==> src/rtl/mem_port_arbiter_if.sv <==
// ---------------------------------------------------------------------------
// mem_port_arbiter_if
// Bundles the I-cache, D-cache and main-memory signals around the memory
// port arbiter.
//   slave  : arbiter side (takes requests and mem_rdata, drives
//            done/rdata and the memory bus)
//   master : cache/memory side (drives requests and mem_rdata)
// Signals
//   ic_req/ic_addr/ic_abort   I-cache line read request
//   ic_done/ic_rdata          I-cache completion pulse and returned line
//   dc_req/dc_we/dc_addr/
//   dc_wdata                  D-cache refill (we=0) or write-back (we=1)
//   dc_done/dc_rdata          D-cache completion pulse and returned line
//   mem_en/mem_we/mem_addr/
//   mem_wdata/mem_rdata       fixed-latency memory port
//   mem_busy                  arbiter not idle
// ---------------------------------------------------------------------------
interface mem_port_arbiter_if #(
  parameter int ADDR_W = 32,
  parameter int LINE_W = 128
);

  logic              ic_req;
  logic [ADDR_W-1:0] ic_addr;
  logic              ic_abort;
  logic              ic_done;
  logic [LINE_W-1:0] ic_rdata;

  logic              dc_req;
  logic              dc_we;
  logic [ADDR_W-1:0] dc_addr;
  logic [LINE_W-1:0] dc_wdata;
  logic              dc_done;
  logic [LINE_W-1:0] dc_rdata;

  logic              mem_en;
  logic              mem_we;
  logic [ADDR_W-1:0] mem_addr;
  logic [LINE_W-1:0] mem_wdata;
  logic [LINE_W-1:0] mem_rdata;
  logic              mem_busy;

  modport slave (
    input  ic_req, ic_addr, ic_abort,
    output ic_done, ic_rdata,
    input  dc_req, dc_we, dc_addr, dc_wdata,
    output dc_done, dc_rdata,
    output mem_en, mem_we, mem_addr, mem_wdata, mem_busy,
    input  mem_rdata
  );

  modport master (
    output ic_req, ic_addr, ic_abort,
    input  ic_done, ic_rdata,
    output dc_req, dc_we, dc_addr, dc_wdata,
    input  dc_done, dc_rdata,
    input  mem_en, mem_we, mem_addr, mem_wdata, mem_busy,
    output mem_rdata
  );

endinterface

==> src/rtl/mem_port_arbiter.sv <==
// ---------------------------------------------------------------------------
// mem_port_arbiter
// Shares the single fixed-latency main-memory port between the I-cache
// refill path and the D-cache refill/write-back path. The memory has no
// handshake: the arbiter holds address, data and enable for MEM_LATENCY
// cycles and captures mem_rdata in the last access cycle itself.
//
// Ports
//   clk    rising-edge clock
//   rst_n  asynchronous active-low reset
//   bus    mem_port_arbiter_if.slave (cache requests, done/rdata, memory bus)
//
// Parameters
//   ADDR_W       byte address width
//   LINE_W       cache line width
//   MEM_LATENCY  access cycles, 1..255
//
// state | meaning
// ------+------------------------------------------------------------
// IDLE  | no access; arbitrate between ic_req and dc_req at the edge
// IC_RD | I-cache line read on the memory port (abortable)
// DC_RD | D-cache refill read on the memory port
// DC_WR | D-cache write-back on the memory port
// DONE  | one-cycle done pulse to the served requester, port idle
// ---------------------------------------------------------------------------
module mem_port_arbiter #(
  parameter int ADDR_W      = 32,
  parameter int LINE_W      = 128,
  parameter int MEM_LATENCY = 10
) (
  input  logic                clk,
  input  logic                rst_n,
  mem_port_arbiter_if.slave   bus
);

  typedef enum logic [2:0] {
    IDLE  = 3'd0,
    IC_RD = 3'd1,
    DC_RD = 3'd2,
    DC_WR = 3'd3,
    DONE  = 3'd4
  } state_t;

  localparam logic [7:0] CNT_LOAD = 8'(MEM_LATENCY - 1);

  state_t            state_q, state_d;
  logic [7:0]        cnt_q, cnt_d;
  logic              last_dc_q;
  logic              wb_hold_q;
  logic              done_dc_q;
  logic [LINE_W-1:0] ic_rdata_q;
  logic [LINE_W-1:0] dc_rdata_q;

  logic              ic_ok;
  logic              dc_win;
  logic              cap_ic;
  logic              cap_dc;
  logic              fin_wr;

  logic              mem_en;
  logic              mem_we;
  logic [ADDR_W-1:0] mem_addr;
  logic [LINE_W-1:0] mem_wdata;

  // An aborting I-cache request never competes for the port.
  assign ic_ok = bus.ic_req & ~bus.ic_abort;

  // DC wins unless IC is waiting and DC was served last; a refill right
  // after a write-back (wb_hold) still beats IC once.
  assign dc_win = bus.dc_req & (~ic_ok | wb_hold_q | ~last_dc_q);

  always_ff @(posedge clk or negedge rst_n) begin
    if (!rst_n) begin
      state_q <= IDLE;
      cnt_q   <= '0;
    end else begin
      state_q <= state_d;
      cnt_q   <= cnt_d;
    end
  end

  always_comb begin
    state_d = state_q;
    cnt_d   = cnt_q;
    cap_ic  = 1'b0;
    cap_dc  = 1'b0;
    fin_wr  = 1'b0;
    case (state_q)
      IDLE: begin
        if (dc_win) begin
          state_d = bus.dc_we ? DC_WR : DC_RD;
          cnt_d   = CNT_LOAD;
        end else if (ic_ok) begin
          state_d = IC_RD;
          cnt_d   = CNT_LOAD;
        end
      end
      IC_RD: begin
        // Abort takes priority over a capture in the same cycle.
        if (bus.ic_abort) begin
          state_d = IDLE;
          cnt_d   = '0;
        end else if (cnt_q == 8'd0) begin
          state_d = DONE;
          cap_ic  = 1'b1;
        end else begin
          cnt_d = cnt_q - 8'd1;
        end
      end
      DC_RD: begin
        if (cnt_q == 8'd0) begin
          state_d = DONE;
          cap_dc  = 1'b1;
        end else begin
          cnt_d = cnt_q - 8'd1;
        end
      end
      DC_WR: begin
        if (cnt_q == 8'd0) begin
          state_d = DONE;
          fin_wr  = 1'b1;
        end else begin
          cnt_d = cnt_q - 8'd1;
        end
      end
      DONE: begin
        state_d = IDLE;
      end
      default: begin
        state_d = IDLE;
        cnt_d   = '0;
      end
    endcase
  end

  // Completion bookkeeping: line capture, who gets the done pulse, and
  // the fairness flags. All of it updates on the edge entering DONE.
  always_ff @(posedge clk or negedge rst_n) begin
    if (!rst_n) begin
      last_dc_q  <= 1'b0;
      wb_hold_q  <= 1'b0;
      done_dc_q  <= 1'b0;
      ic_rdata_q <= '0;
      dc_rdata_q <= '0;
    end else begin
      if (cap_ic) begin
        ic_rdata_q <= bus.mem_rdata;
        last_dc_q  <= 1'b0;
        done_dc_q  <= 1'b0;
      end
      if (cap_dc) begin
        dc_rdata_q <= bus.mem_rdata;
        last_dc_q  <= 1'b1;
        done_dc_q  <= 1'b1;
      end
      if (fin_wr) begin
        last_dc_q <= 1'b1;
        done_dc_q <= 1'b1;
        wb_hold_q <= 1'b1;
      end else if (state_q == IDLE) begin
        // wb_hold covers exactly one arbitration after a write-back.
        wb_hold_q <= 1'b0;
      end
    end
  end

  // Memory bus is zero outside the access states.
  always_comb begin
    mem_en    = 1'b0;
    mem_we    = 1'b0;
    mem_addr  = '0;
    mem_wdata = '0;
    case (state_q)
      IC_RD: begin
        mem_en   = 1'b1;
        mem_addr = bus.ic_addr;
      end
      DC_RD: begin
        mem_en   = 1'b1;
        mem_addr = bus.dc_addr;
      end
      DC_WR: begin
        mem_en    = 1'b1;
        mem_we    = 1'b1;
        mem_addr  = bus.dc_addr;
        mem_wdata = bus.dc_wdata;
      end
      default: begin
        mem_en = 1'b0;
      end
    endcase
  end

  assign bus.mem_en    = mem_en;
  assign bus.mem_we    = mem_we;
  assign bus.mem_addr  = mem_addr;
  assign bus.mem_wdata = mem_wdata;
  assign bus.mem_busy  = (state_q != IDLE);

  assign bus.ic_done   = (state_q == DONE) & ~done_dc_q;
  assign bus.dc_done   = (state_q == DONE) &  done_dc_q;
  assign bus.ic_rdata  = ic_rdata_q;
  assign bus.dc_rdata  = dc_rdata_q;

endmodule

==> src/flat_wrapper.sv <==
// flat-port wrapper written by rule: the top's interface ports become plain ports
module mem_port_arbiter_flat 
#(
  parameter int ADDR_W      = 32,
  parameter int LINE_W      = 128,
  parameter int MEM_LATENCY = 10
)
  (clk, rst_n, bus_ic_req, bus_ic_addr, bus_ic_abort, bus_ic_done, bus_ic_rdata, bus_dc_req, bus_dc_we, bus_dc_addr, bus_dc_wdata, bus_dc_done, bus_dc_rdata, bus_mem_en, bus_mem_we, bus_mem_addr, bus_mem_wdata, bus_mem_busy, bus_mem_rdata);
  mem_port_arbiter_if #(.ADDR_W(ADDR_W), .LINE_W(LINE_W)) bus_i ();
  input  logic clk;
  input  logic rst_n;
  input wire logic [$bits(bus_i.ic_req)-1:0] bus_ic_req;
  input wire logic [$bits(bus_i.ic_addr)-1:0] bus_ic_addr;
  input wire logic [$bits(bus_i.ic_abort)-1:0] bus_ic_abort;
  output wire logic [$bits(bus_i.ic_done)-1:0] bus_ic_done;
  output wire logic [$bits(bus_i.ic_rdata)-1:0] bus_ic_rdata;
  input wire logic [$bits(bus_i.dc_req)-1:0] bus_dc_req;
  input wire logic [$bits(bus_i.dc_we)-1:0] bus_dc_we;
  input wire logic [$bits(bus_i.dc_addr)-1:0] bus_dc_addr;
  input wire logic [$bits(bus_i.dc_wdata)-1:0] bus_dc_wdata;
  output wire logic [$bits(bus_i.dc_done)-1:0] bus_dc_done;
  output wire logic [$bits(bus_i.dc_rdata)-1:0] bus_dc_rdata;
  output wire logic [$bits(bus_i.mem_en)-1:0] bus_mem_en;
  output wire logic [$bits(bus_i.mem_we)-1:0] bus_mem_we;
  output wire logic [$bits(bus_i.mem_addr)-1:0] bus_mem_addr;
  output wire logic [$bits(bus_i.mem_wdata)-1:0] bus_mem_wdata;
  output wire logic [$bits(bus_i.mem_busy)-1:0] bus_mem_busy;
  input wire logic [$bits(bus_i.mem_rdata)-1:0] bus_mem_rdata;
  assign bus_i.ic_req = bus_ic_req;
  assign bus_i.ic_addr = bus_ic_addr;
  assign bus_i.ic_abort = bus_ic_abort;
  assign bus_ic_done = bus_i.ic_done;
  assign bus_ic_rdata = bus_i.ic_rdata;
  assign bus_i.dc_req = bus_dc_req;
  assign bus_i.dc_we = bus_dc_we;
  assign bus_i.dc_addr = bus_dc_addr;
  assign bus_i.dc_wdata = bus_dc_wdata;
  assign bus_dc_done = bus_i.dc_done;
  assign bus_dc_rdata = bus_i.dc_rdata;
  assign bus_mem_en = bus_i.mem_en;
  assign bus_mem_we = bus_i.mem_we;
  assign bus_mem_addr = bus_i.mem_addr;
  assign bus_mem_wdata = bus_i.mem_wdata;
  assign bus_mem_busy = bus_i.mem_busy;
  assign bus_i.mem_rdata = bus_mem_rdata;
  mem_port_arbiter #(.ADDR_W(ADDR_W), .LINE_W(LINE_W), .MEM_LATENCY(MEM_LATENCY)) u_core (.clk(clk), .rst_n(rst_n), .bus(bus_i));
endmodule
==> config.mk <==
export PLATFORM = sky130hd
export DESIGN_NAME = mem_port_arbiter_flat
export DESIGN_NICKNAME = d
export VERILOG_FILES = /design/src/rtl/mem_port_arbiter_if.sv /design/src/rtl/mem_port_arbiter.sv /design/src/flat_wrapper.sv
export SDC_FILE = /design/constraint.sdc
export NUM_CORES = 1
export LEC_CHECK = 0
export ABC_AREA = 1
export CAP_MARGIN = 20
export CORE_AREA = 5 5 284 286
export DETAILED_ROUTE_END_ITERATION = 16
export DIE_AREA = 0 0 289 291
export PLACE_DENSITY = 0.52
export SYNTH_ARGS = -nofsm -noshare
export SYNTH_HDL_FRONTEND = slang
export SYNTH_SLANG_ARGS = --single-unit
==> constraint.sdc <==
create_clock -name clk -period 5.1 [get_ports clk]
set_input_delay 1.02 -clock clk [delete_from_list [all_inputs] [get_ports clk]]
set_output_delay 1.02 -clock clk [all_outputs]
set_load 0.005 [all_outputs]
==> flow_metrics.tcl <==
set metrics [dict create \
    ys_seq_elements 269 \
    finalHoldViolations 0 \
    finalCritPeriodShare_pct 82.9 \
    postCtsSetupRepairBufs 0 \
    start_kind "flop" \
    p_seq_share_pct 31.5 \
    finalSetupViolCount 0 \
    clk_transition_reported_paths_ps 60 \
    cts_resized 0 \
    start_util_pct 15.6 \
    dp_hpwl_um 50800 \
    synth_top_cells_by_count "nand2_1 (301), inv_1 (282), dfrtp_1 (269), nor2_1 (153), o21ai_0 (136)" \
    finalInstanceArea_um2 21600 \
    grt_overflow_total 0 \
    h-tree-depth 1 \
    syn2layout_area_growth_pct 77.1 \
    required_ps 4080 \
    fin_setup_tns_ps 0 \
    r2r_slack_ps 2090 \
    clkPwrFrac_pct 19.5 \
    dieArea_um2 84100 \
    clock_sinks 269 \
    place.gp.congestion 0.946 \
    critPathCaptureType "output pin" \
    regToRegStartpoint "u_core.cnt_q[0]$_DFFE_PN0P_" \
    core-area_um2 78100 \
    syn_inst 1400 \
    ff2ff_path_depth 10 \
    drt_iter0_markers 543 \
    maxSlewHeadroom_pct 25.1 \
    clockBufferDepth 3 \
    min_period_ps 4230 \
    placed_area_um2 20600 \
    p_int_w 0.00757 \
    hold_class "reg -> reg" \
    synthTopCellsByArea "dfrtp_1 (55%), nand2_1 (9.2%), inv_1 (8.7%), o21ai_2 (8.6%), o21ai_0 (5.6%)" \
    final_antenna_net_count 0 \
    post-synth-top-count-cell "nand2_1" \
    rr_endpoint "u_core.bus.dc_rdata[121]$_DFFE_PN0P_" \
    vias_per_cell 3.62 \
    synthArstFlopShare_pct 100 \
    worstPathMaxFanout 90 \
    first_pass_iters 5 \
    outcome "finished clean" \
    die_w_um 289 \
    ys_warn_count 0 \
    grt_util_all_layers_pct 14.2 \
    fmax_mhz 236 \
    peakVddDrop_v 0.000264 \
    grt_first_pass_wirelength_um 88700 \
    ys.flop_type "dfrtp_1" \
    wirelength_um 62600 \
    nNetsFinal 2441 \
    critPathArrivalTime_ps 3210 \
    p_leak_nw 10.1 \
    io_buffer_count 746 \
    grt_antenna_before_repair 6 \
    ioPinCount 747 \
    synth-edff-count 0 \
    synth_area_leader_cell "dfrtp_1" \
    yosysSeqAreaShare_pct 55.1 \
    std_cell_rows 103 \
    path_class "reg -> out" \
    p_sw_share_pct 34.1 \
    clock_skew_ps 19.1 \
    yosysTopAreaCellShare_pct 55.1 \
    hold_buffers 0 \
    wire_per_inst_um 19.6 \
    powerDensity_nw_per_um2 530 \
    hold_depth 2 \
    holdCritStartpoint "u_core.bus.dc_rdata[83]$_DFFE_PN0P_" \
    synth.avg_cell_area_um2 8.73 \
    syn_area_um2 12200 \
    cts_tree "done" \
    cts_buffers 31 \
    clk_latency_ps 570 \
    final_max_slew_viol_count 0 \
    pwr-share-comb_pct 49.0 \
    grt_pass1_vias 12100 \
    die_y_um 291 \
    cts-root-buf "clkbuf_16" \
    whs_endpoint "u_core.bus.dc_rdata[83]$_DFFE_PN0P_" \
    rsz0062_at_grt "no" \
    syn_nets 1727 \
    drive_gt1_share_pct 8.76 \
    via_count 11500 \
    grt_max_degree 120 \
    p_switching_w 0.00391 \
    synth_cell_types 24 \
    worst_pin_slew_ps 1120 \
    drc 0 \
    drv_cap 0 \
]
placed cells by master, fill, tap and decap left out, drive strengths merged, types with 2 or more instances in the layout:
| cell | count |
|---|---|
| clkdlybuf4s50 | 745 |
| nand2 | 302 |
| inv | 284 |
| dfrtp | 269 |
| o21ai | 258 |
| nor2 | 155 |
| clkbuf | 43 |
| a22o | 32 |
| nand3 | 16 |
| buf | 13 |
| clkinv | 6 |
| bufinv | 3 |
| diode | 2 |
| o22ai | 2 |
state kept, by name (all words and copies together) (netlist names):
name and flops:
u_core.last_dc_q 1, u_core.bus.dc_rdata 128, u_core.wb_hold_q 1, u_core.cnt_q 8, u_core.bus.ic_rdata 128, u_core.state_q 3
cell type report:
type                            instances  area, µm²
Tap cell                             1050       1310
Clock buffer                           43        881
Sequential cell                       269       6730
Antenna cell                            2       5.00
Multi-Input combinational cell        770       3900
Inverter                              284       1070
Fill cell                            8499      56500
Timing Repair Buffer                  758       7610
Clock inverter                         10        128
critical path, cell delays in order (launching register included):
cell	delay, ps
dfrtp_1	400
inv_2	120
nor2_1	80
inv_1	80
nor2_1	80
inv_4	650
buf_4	560
nor2_1	100
clkdlybuf4s50_1	480
layer usage:
| layer | wire length (µm) | track usage, % |
|---|---|---|
| met5 | 7 | 0 |
| met4 | 1430 | 3.30 |
| met3 | 5860 | 5.20 |
| met2 | 29200 | 23.5 |
| met1 | 26100 | 17.6 |
power groups by stage:
stage | sequential, W | combinational, W | clock, W
2_1_floorplan | 0.00369 | 0.00196 | 0
3_3_place_gp | 0.00362 | 0.00573 | 0
3_5_place_dp | 0.00365 | 0.00572 | 0
4_1_cts | 0.00363 | 0.00575 | 0.00234
5_1_grt | 0.00375 | 0.00614 | 0.00242
6_report | 0.00362 | 0.00563 | 0.00223
worst max path at each step:
| stage | from | to | slack (ps) | cells after the start |
|---|---|---|---|---|
| after floorplan | u_core.state_q[2]$_DFFE_PN0P_ | bus_mem_wdata[100] | 2820 | 7 |
| after global placement | u_core.state_q[0]$_DFFE_PN0P_ | bus_mem_wdata[8] | 1520 | 8 |
| after detailed placement | u_core.state_q[0]$_DFFE_PN0P_ | bus_mem_wdata[8] | 1460 | 8 |
| after CTS | u_core.state_q[0]$_DFFE_PN0P_ | bus_mem_wdata[8] | 830 | 8 |
| after global routing | u_core.state_q[0]$_DFFE_PN0P_ | bus_mem_wdata[3] | 640 | 8 |
| final | u_core.state_q[0]$_DFFE_PN0P_ | bus_mem_wdata[10] | 870 | 8 |
cell families after synthesis:
logic type / Yosys count / share of synthesized area, %
flops: 269 / 55.1
xor+xnor: 1 / 0.0717
compound gates: 293 / 16.7
fa+ha+maj: 1 / 0.102
buf+inv: 361 / 13.2
simple gates: 475 / 14.9
metrics by stage:
step / hold WS, ps / setup slack (ps) / cells / total power (W) / utilization [%]
floorplan: 475 / 2820 / 1400 / 0.00565 / -
global placement: 463 / 1520 / 3131 / 0.00935 / 26.4
detailed placement: 466 / 1460 / 3131 / 0.00936 / 26.4
CTS: 481 / 830 / 3184 / 0.0117 / 27.7
global route: 493 / 644 / 3186 / 0.0123 / 27.7
finish: 478 / 870 / 3186 / 0.0115 / 27.7
Note: power is estimated with default switching activity, not from simulation.
